File: src/rtl/button_pkg.sv
// Shared definitions for the push-button conditioning logic:
// FSM state encodings and default timing derived from the 12 MHz system clock.
package button_pkg;

    localparam int unsigned CLK_HZ                    = 12_000_000;
    localparam int unsigned DEFAULT_DEBOUNCE_CYCLES   = CLK_HZ / 100;
    localparam int unsigned DEFAULT_LONG_PRESS_CYCLES = CLK_HZ;

    localparam logic [2:0] ST_IDLE         = 3'd0;
    localparam logic [2:0] ST_PRESS_PEND   = 3'd1;
    localparam logic [2:0] ST_PRESSED      = 3'd2;
    localparam logic [2:0] ST_LONG_HELD    = 3'd3;
    localparam logic [2:0] ST_RELEASE_PEND = 3'd4;

    typedef enum logic [2:0] {
        IDLE         = ST_IDLE,
        PRESS_PEND   = ST_PRESS_PEND,
        PRESSED      = ST_PRESSED,
        LONG_HELD    = ST_LONG_HELD,
        RELEASE_PEND = ST_RELEASE_PEND
    } btn_state_t;

endpackage

File: src/rtl/sync_2ff.sv
// Generic two-flop synchroniser for asynchronous single-bit inputs,
// with a configurable value loaded on synchronous reset.
module sync_2ff #(
    parameter logic RESET_VALUE = 1'b0
) (
    input  logic clk,
    input  logic rst,
    input  logic d,
    output logic q
);

    logic meta;

    always_ff @(posedge clk) begin
        if (rst) begin
            meta <= RESET_VALUE;
            q    <= RESET_VALUE;
        end else begin
            meta <= d;
            q    <= meta;
        end
    end

endmodule

File: src/rtl/button_debouncer.sv
// Turns a raw bouncy push-button into a debounced level, press/release/long-press
// strobes and a press-driven toggle for the LED stage.
module button_debouncer
    import button_pkg::*;
#(
    parameter int unsigned DEBOUNCE_CYCLES   = DEFAULT_DEBOUNCE_CYCLES,
    parameter int unsigned LONG_PRESS_CYCLES = DEFAULT_LONG_PRESS_CYCLES,
    parameter bit          ACTIVE_LOW        = 1'b0
) (
    input  logic CLK,
    input  logic RST,
    input  logic button,
    output logic btn_level,
    output logic press_pulse,
    output logic release_pulse,
    output logic long_pulse,
    output logic led_toggle
);

    localparam int unsigned DEB_W  = $clog2(DEBOUNCE_CYCLES + 1);
    localparam int unsigned HOLD_W = $clog2(LONG_PRESS_CYCLES + 1);

    localparam logic [DEB_W-1:0]  DEB_LAST  = DEB_W'(DEBOUNCE_CYCLES - 1);
    localparam logic [HOLD_W-1:0] HOLD_LAST = HOLD_W'(LONG_PRESS_CYCLES - 1);
    localparam logic [HOLD_W-1:0] HOLD_MAX  = HOLD_W'(LONG_PRESS_CYCLES);

    btn_state_t        state;
    btn_state_t        state_next;
    logic              sync_q;
    logic [DEB_W-1:0]  deb_cnt;
    logic [HOLD_W-1:0] hold_cnt;

    logic level_differs;
    logic deb_done;
    logic press_accept;
    logic release_accept;
    logic hold_full;
    logic hold_inc;
    logic hold_hit;

    sync_2ff #(
        .RESET_VALUE (1'b0)
    ) u_sync (
        .clk (CLK),
        .rst (RST),
        .d   (button ^ ACTIVE_LOW),
        .q   (sync_q)
    );

    // A level change is accepted on the edge that would make the count reach DEBOUNCE_CYCLES.
    assign level_differs  = (sync_q != btn_level);
    assign deb_done       = level_differs && (deb_cnt == DEB_LAST);
    assign press_accept   = deb_done && !btn_level;
    assign release_accept = deb_done && btn_level;

    assign hold_full = (hold_cnt == HOLD_MAX);
    assign hold_inc  = ((state == PRESSED) || (state == RELEASE_PEND)) && !hold_full;
    assign hold_hit  = hold_inc && (hold_cnt == HOLD_LAST);

    always_comb begin
        state_next = state;
        case (state)
            IDLE: begin
                if (sync_q) state_next = PRESS_PEND;
            end
            PRESS_PEND: begin
                if (!sync_q)           state_next = IDLE;
                else if (press_accept) state_next = PRESSED;
            end
            PRESSED: begin
                if (!sync_q)       state_next = RELEASE_PEND;
                else if (hold_hit) state_next = LONG_HELD;
            end
            LONG_HELD: begin
                if (!sync_q) state_next = RELEASE_PEND;
            end
            RELEASE_PEND: begin
                // A saturated hold count means the long press was already reported.
                if (release_accept) state_next = IDLE;
                else if (sync_q)    state_next = hold_full ? LONG_HELD : PRESSED;
            end
            default: state_next = IDLE;
        endcase
    end

    always_ff @(posedge CLK) begin
        if (RST) begin
            state         <= IDLE;
            btn_level     <= 1'b0;
            deb_cnt       <= '0;
            hold_cnt      <= '0;
            press_pulse   <= 1'b0;
            release_pulse <= 1'b0;
            long_pulse    <= 1'b0;
            led_toggle    <= 1'b0;
        end else begin
            state <= state_next;

            if (deb_done || !level_differs) deb_cnt <= '0;
            else                            deb_cnt <= deb_cnt + 1'b1;

            if (deb_done) btn_level <= ~btn_level;

            if (press_accept)  hold_cnt <= '0;
            else if (hold_inc) hold_cnt <= hold_cnt + 1'b1;

            press_pulse   <= press_accept;
            release_pulse <= release_accept;
            long_pulse    <= hold_hit;
            led_toggle    <= led_toggle ^ press_pulse;
        end
    end

endmodule

File: config.mk
export PLATFORM = sky130hd
export DESIGN_NAME = button_debouncer
export DESIGN_NICKNAME = d
export VERILOG_FILES = /design/src/rtl/button_pkg.sv /design/src/rtl/sync_2ff.sv /design/src/rtl/button_debouncer.sv
export SDC_FILE = /design/constraint.sdc
export NUM_CORES = 1
export LEC_CHECK = 0
export CAP_MARGIN = 20
export CELL_PAD_IN_SITES_DETAIL_PLACEMENT = 0
export CELL_PAD_IN_SITES_GLOBAL_PLACEMENT = 1
export CORE_MARGIN = 3
export CORE_UTILIZATION = 43
export CTS_CLUSTER_SIZE = 30
export DETAILED_ROUTE_END_ITERATION = 12
export DONT_BUFFER_PORTS = 1
export PLACE_DENSITY_LB_ADDON = 0.05
export SETUP_SLACK_MARGIN = 0.3
export SKIP_LAST_GASP = 1
export SLEW_MARGIN = 20
export SYNTH_ARGS = -nofsm -noshare
export SYNTH_HDL_FRONTEND = slang
export SYNTH_SLANG_ARGS = --single-unit
File: constraint.sdc
create_clock -name CLK -period 1.8 [get_ports CLK]
set_input_delay 0 -clock CLK [delete_from_list [all_inputs] [get_ports CLK]]
set_output_delay 0 -clock CLK [all_outputs]
set_load 0.05 [all_outputs]
# Word-level counts from Yosys, hierarchy flattened

Cells that the tools add are included.
W data, S select, Z words.

Register bits after elaboration: 51
Latch bits: 0
Memory bits (writable): 0
Memory bits (read-only): 0
Bits of input ports: 3
Output and inout port bits: 5
Logic and storage cells: 51
Memories kept: 0

Add/subtract/negate cells: 2
Multipliers: 0
Div/mod/pow operators: 0
Magnitude comparators: 0
Equality and inequality tests: 13
Shift-type cells: 0
Mux-type cells: 10
Bitwise gates (word level): 2
Reduce and logical (&&, ||, !) cells: 14

Operator list:

| operator                | count |
|---|---|
| $eq A24 B24 Y1 const B  | 2 |
| $add A24 B1 Y24 const B | 1 |
| $mux W3                 | 8 |
| $add A17 B1 Y17 const B | 1 |
| $eq A17 B17 Y1 const B  | 1 |
| $pmux W3 S5             | 1 |
| $eq A3 B2 Y1 const B    | 2 |
| $ne A3 B3 Y1 const B    | 2 |
| $logic_and A1 B1 Y1     | 5 |
| $reduce_and A5 Y1       | 1 |
| $reduce_or A2 Y1        | 2 |
| $eq A3 B1 Y1 const B    | 1 |
| $eq A3 B3 Y1 const B    | 1 |
| $logic_not A1 Y1        | 3 |
| $logic_not A3 Y1        | 1 |
| $ne A3 B2 Y1 const B    | 1 |
| $logic_or A1 B1 Y1      | 2 |
| $ne A2 B1 Y1 const B    | 1 |
| $ne A2 B2 Y1 const B    | 1 |
| $mux W1                 | 1 |
| $ne A1 B1 Y1            | 1 |
| $not A1 Y1              | 1 |
| $xor A1 B1 Y1           | 1 |

# Logic depth before layout (Yosys ltp)

Depth in word-level cells: 7
Depth in mapped cells: 7
Depth with buffers taken out: 7

# Modules after synthesis

From an unflattened synthesis, not the netlist that was laid out.

Cell total of the unflattened synthesis: 287
Area, all modules: 2,483.6 sq um

Modules (own cells, without submodules):

| module           | instances | cells each | area each (sq um) | sequential area each (sq um) |
|---|---|---|---|---|
| button_debouncer | 1         | 283        | 2,431.1           | 980.9 |
| sync_2ff         | 1         | 4          | 52.6              | 40.0 |

# Worst setup path after synthesis

Ideal clock, no wire load.

Path kind: flip-flop to flip-flop
Start: reg deb_cnt[9]
End: reg state[1]
Library setup time: 0.086 ns
Data arrival time: 1.692 ns
Data required time: 1.714 ns
Setup slack: 0.022 ns
Cell stages (with the launch flop): 6
Cells stage by stage: dfxtp_1 > or4b_4 > nor3_4 > nand2_2 > or3_1 > a221oi_2

Longest elaborated chain between the ends: 5

RTL lines:

| what                                                                     | RTL line                                       | text |
|---|---|---|
| start: declaration                                                       | button_debouncer.sv:30                         | `logic [DEB_W-1:0] deb_cnt;` |
| start signal: assignment                                                 | button_debouncer.sv:100                        | `else deb_cnt <= deb_cnt + 1'b1;` |
| $eq A17 B17 Y1 (*)                                                       | button_debouncer.sv:52                         | `assign deb_done = level_differs && (deb_cnt == DEB_LAST);` |
| $logic_and A1 B1 Y1 (*)                                                  | button_debouncer.sv:52                         |  |
| $logic_and A1 B1 Y1 (on tied branches)                                   | button_debouncer.sv:54, button_debouncer.sv:53 |  |
| $ne A3 B2 Y1 (no source line) (tied with other cells)                    | --                                             |  |
| $reduce_and A5 Y1 (no source line) / $pmux W3 S5 (equally long branches) | --                                             |  |
| end signal: assignment                                                   | button_debouncer.sv:97                         | `state <= state_next;` |
| end: declaration                                                         | button_debouncer.sv:27                         | `btn_state_t state;` |

Every way passes the cells marked *; elsewhere a longest branch is shown, timed or not.
A chain may end at the register's enable or synchronous reset.

# Worst setup path after layout

Ends and elaborated chain as after synthesis.

==> metrics.md <==
| Metric | Value |
|---|---|
| Initial antenna violation count | 0 |
| DR WL/cell | 14.04 um |
| Sequential cell area | just over 1000 um2 |
| Die H | 80.86 um |
| Multi-input logic area | approximately 1500 um2 |
| Logic pwr share | 5.0% |
| Tcrit/Tclk final | 97.65% |
| P_sw | 0.0004143 W |
| Number of synthesized flops with an enable pin | 0 |
| Port bufs | 0 |
| PwrDens | 586.3 nW/um2 |
| Worst-Margin Slew | 0.4784 ns |
| Via count | about 2100 |
| Share of cells above drive strength 1 | 30.75% |
| WL met3 | 107 um |
| Clk buf depth | 2 |
| Post-route DRC | 0 |
| Setup TNS | 0 ns |
| Largest net degree at the start of global routing | 17 |
| Max transition margin | 68.06% |
| Reg-to-reg slack, setup | roughly 0.042 ns |
| CP Max Fanout | 3 |
| Post-layout nets | 328 |
| Fmax | 568.9 MHz |
| Pleak | approximately 1.2 nW |
| Status | finished clean |
| Top sig layer | met4 |
| Sw Ratio | 21.81% |
| Worst setup margin | 0.04223 ns |
| Slew Limit Fails | 0 |
| Critical-path cell list | or4b_4, nor3_4, nand2_2, or3_1, a221oi_2 |
| Ys flop type | dfxtp_1 |
| Clock latency on the worst-skew pair | about 0.30 ns |
| CTS root buf | clkbuf_8 |
| Wl on met1 | 2846 um |
| DRT iter0 DRCs | 55 |
| Required time of the critical path | 2.02 ns |
| CTS sink count | 51 |
| Part of the power in the clock network | 35.3% |
| Max_cap viols | 0 |
| Peak supply drop | 0.3680 mV |
| Synth-to-layout area growth | 34.48% |
| Yosys warning count | 0 |
| Setup crit end kind | flip-flop |
| First-pass detailed-route iteration total | 4 |
| Final Wtd Congestion | around 0.77 |
| Kind of critical path | reg -> reg |
| Dpl ws | between 0.05 and 0.06 ns |
| Final setup viols | 0 |
| CTS clk-pin slew, worst paths | 0.09 ns |
| Post-Place Cells | 367 |
| Hold WC Path Type | in -> reg |
| GRT Overall Usage | 18.79% |
| Synth Area per Inst | around 8.6 um2 |
| First-pass GRT wire length | 9639 um |
| Via density per instance | around 5.3 |
| Seq/Total Area, Yosys | 42.37% |
| Die area | 6538 um2 |
| N_diodes | 0 |
| Post-DP HPWL | roughly 3500 um |
| Number of synthesized register bits | 51 |
| Non-Filler Instances | 392 |
| IO Pins | 8 |
| RSZ-0062 raised after global routing | yes |
| Yosys cell types | 42 |
| Final worst path period need | 1.758 ns |
| Flop pwr share | 59.7% |
| Detail Route Antenna Nets | 0 |
| Total core area | around 5300 um2 |
| Critical Path Slowest Stage Cell | or4b_4 |
| Worst EP arrival | 1.98 ns |
| Clock Skew | between 0.004 and 0.005 ns |
| P_int | 0.001486 W |
| Syn Std Cell Area | 2410 um2 |
| Final core occ | 61.49% |
| Slowest stage delay, CP | 0.54 ns |
| Final wirelength | 5503 um |
| Synthesized Nets | around 290 |
| Fill cells | 466 |
| Gr ovfl total | 0 |
| Clock buffer count from CTS | 5 |
| Die width | approximately 81 um |
| Initial Util | 45.73% |
| Critical path startpoint category | flip-flop |
| Synth Instances | ~280 |
| Vias in the first global route | 2010 |
| Row cnt | 26 |
| Final Hold Fails | 0 |
| Post-synth ARST share | 0% |
| H-Tree Depth | 2 |
| DR WL met2 | between 2000 and 2500 um |
| CTS tree | yes |
==> synthesized netlist by cell type (all sizes together) (6+ instances only) <==
master  instances  area [um2]
dfxtp          51        1021
nor2           45       168.9
xor2           23       201.4
nand3          18       90.09
nand2          17       66.32
xnor2          15       131.4
nor3           12       76.33
nand4          11       68.82
and3           10       62.56
a21oi           6       30.03
clkbuf          6       22.52
inv             6       22.52
o21ai           6       30.02
==> registers in the layout, summed over array words and instances (netlist names) <==
register	flops
hold_cnt	24
led_toggle	1
u_sync.meta	1
btn_level	1
release_pulse	1
state	3
u_sync.q	1
deb_cnt	17
long_pulse	1
press_pulse	1
==> layout make-up <==
class	count	share of cell area [%]
Multi-Input combinational cell	213	47.45
Clock inverter	1	0.1544
Tap cell	70	2.703
Clock buffer	6	2.548
Timing Repair Buffer	45	14.44
Sequential cell	51	32.01
Inverter	6	0.6950
==> worst paths after layout <==
| path | from | depth (start not counted) | end |
|---|---|---|---|
| worst max-delay path | deb_cnt[9] | 5 | state[1] |
| worst min-delay path | RST | 4 | hold_cnt[15] |
| worst max register to register | deb_cnt[9] | 5 | state[1] |
| worst min register to register | u_sync.meta | 1 | u_sync.q |
==> layer usage <==
metal	vias to the layer above	global-route usage, %
li1	1055	-
met1	994	26.21
met2	15	29.47
met3	5	3.437
met4	0	5.574
met5	-	0
==> logic make-up after synthesis <==
logic type / Yosys count / synth area share [%]
flip-flops: 51 / 42.37
adder cells (fa/ha/maj): 3 / 1.558
buffers and inverters: 15 / 2.492
AO/OA/AOI/OAI: 24 / 6.698
AND/OR/NAND/NOR: 147 / 32.66
XOR/XNOR: 38 / 13.81
multiplexers: 1 / 0.4154
==> per-stage QoR <==
step	hold WS, ns	power [W]	instance area (um2)
after CTS	0.09652	0.001921	3183
after detailed placement	0.07036	0.001207	2791
after global placement	0.07127	0.001207	2791
after floorplan	0.1282	0.001191	2520
after global routing	0.1055	0.001976	3241
final	0.1109	0.001900	3241
==> repair_timing <==
action / 4_1_cts / 5_1_grt
pin swaps: 13 / 3
hold buffers: 2 / 0
endpoints found under the setup margin: 46 / 47
buffers inserted: 11 / 1
gates cloned: 3 / 1
resized for setup: 33 / 7
hold endpoints to repair: 11 / 0
==> placed cells by master, fill, tap and decap left out, types with 2 or more instances in the layout <==
cell type and count:
inv_2 2, nand2b_1 4, nor3_4 2, clkbuf_8 6
buf_6 6, ha_4 3, and4_1 3, inv_1 4
nor2b_1 5, nand3_2 4, dfxtp_4 2, xnor2_1 14
nand4_1 11, a21oi_2 2, o211ai_1 3, nor2_2 3
a31oi_1 2, nor4_2 2, buf_4 31, and2_1 3
xor2_1 22, dfxtp_2 7, nand3_1 14, or3_1 5
dlygate4sd3_1 2, buf_16 3, and3_1 10, nor2_1 42
nor4_1 2, a21oi_1 4, nor3_2 7, dfxtp_1 42
nand2_1 15, buf_12 2, o21ai_0 4, nor3_1 3
==> critical path, delay by kind of cell, from the launching register on <==
family / cells / cell delay (ns)
AO/OA/AOI/OAI: 1 / 0.24
flip-flops: 1 / 0.33
AND/OR/NAND/NOR: 4 / 1.12
==> power by group through the flow <==
stage | Combinational (W) | Clock (W) | Sequential [W]
floorplan | 0.0000315 | 0 | 0.00116
global placement | 0.0000459 | 0 | 0.00116
detailed placement | 0.0000454 | 0 | 0.00116
CTS | 0.0000893 | 0.000698 | 0.00113
global route | 0.000101 | 0.000740 | 0.00114
finish | 0.0000948 | 0.000671 | 0.00113
(Power assumes the default switching activity.)
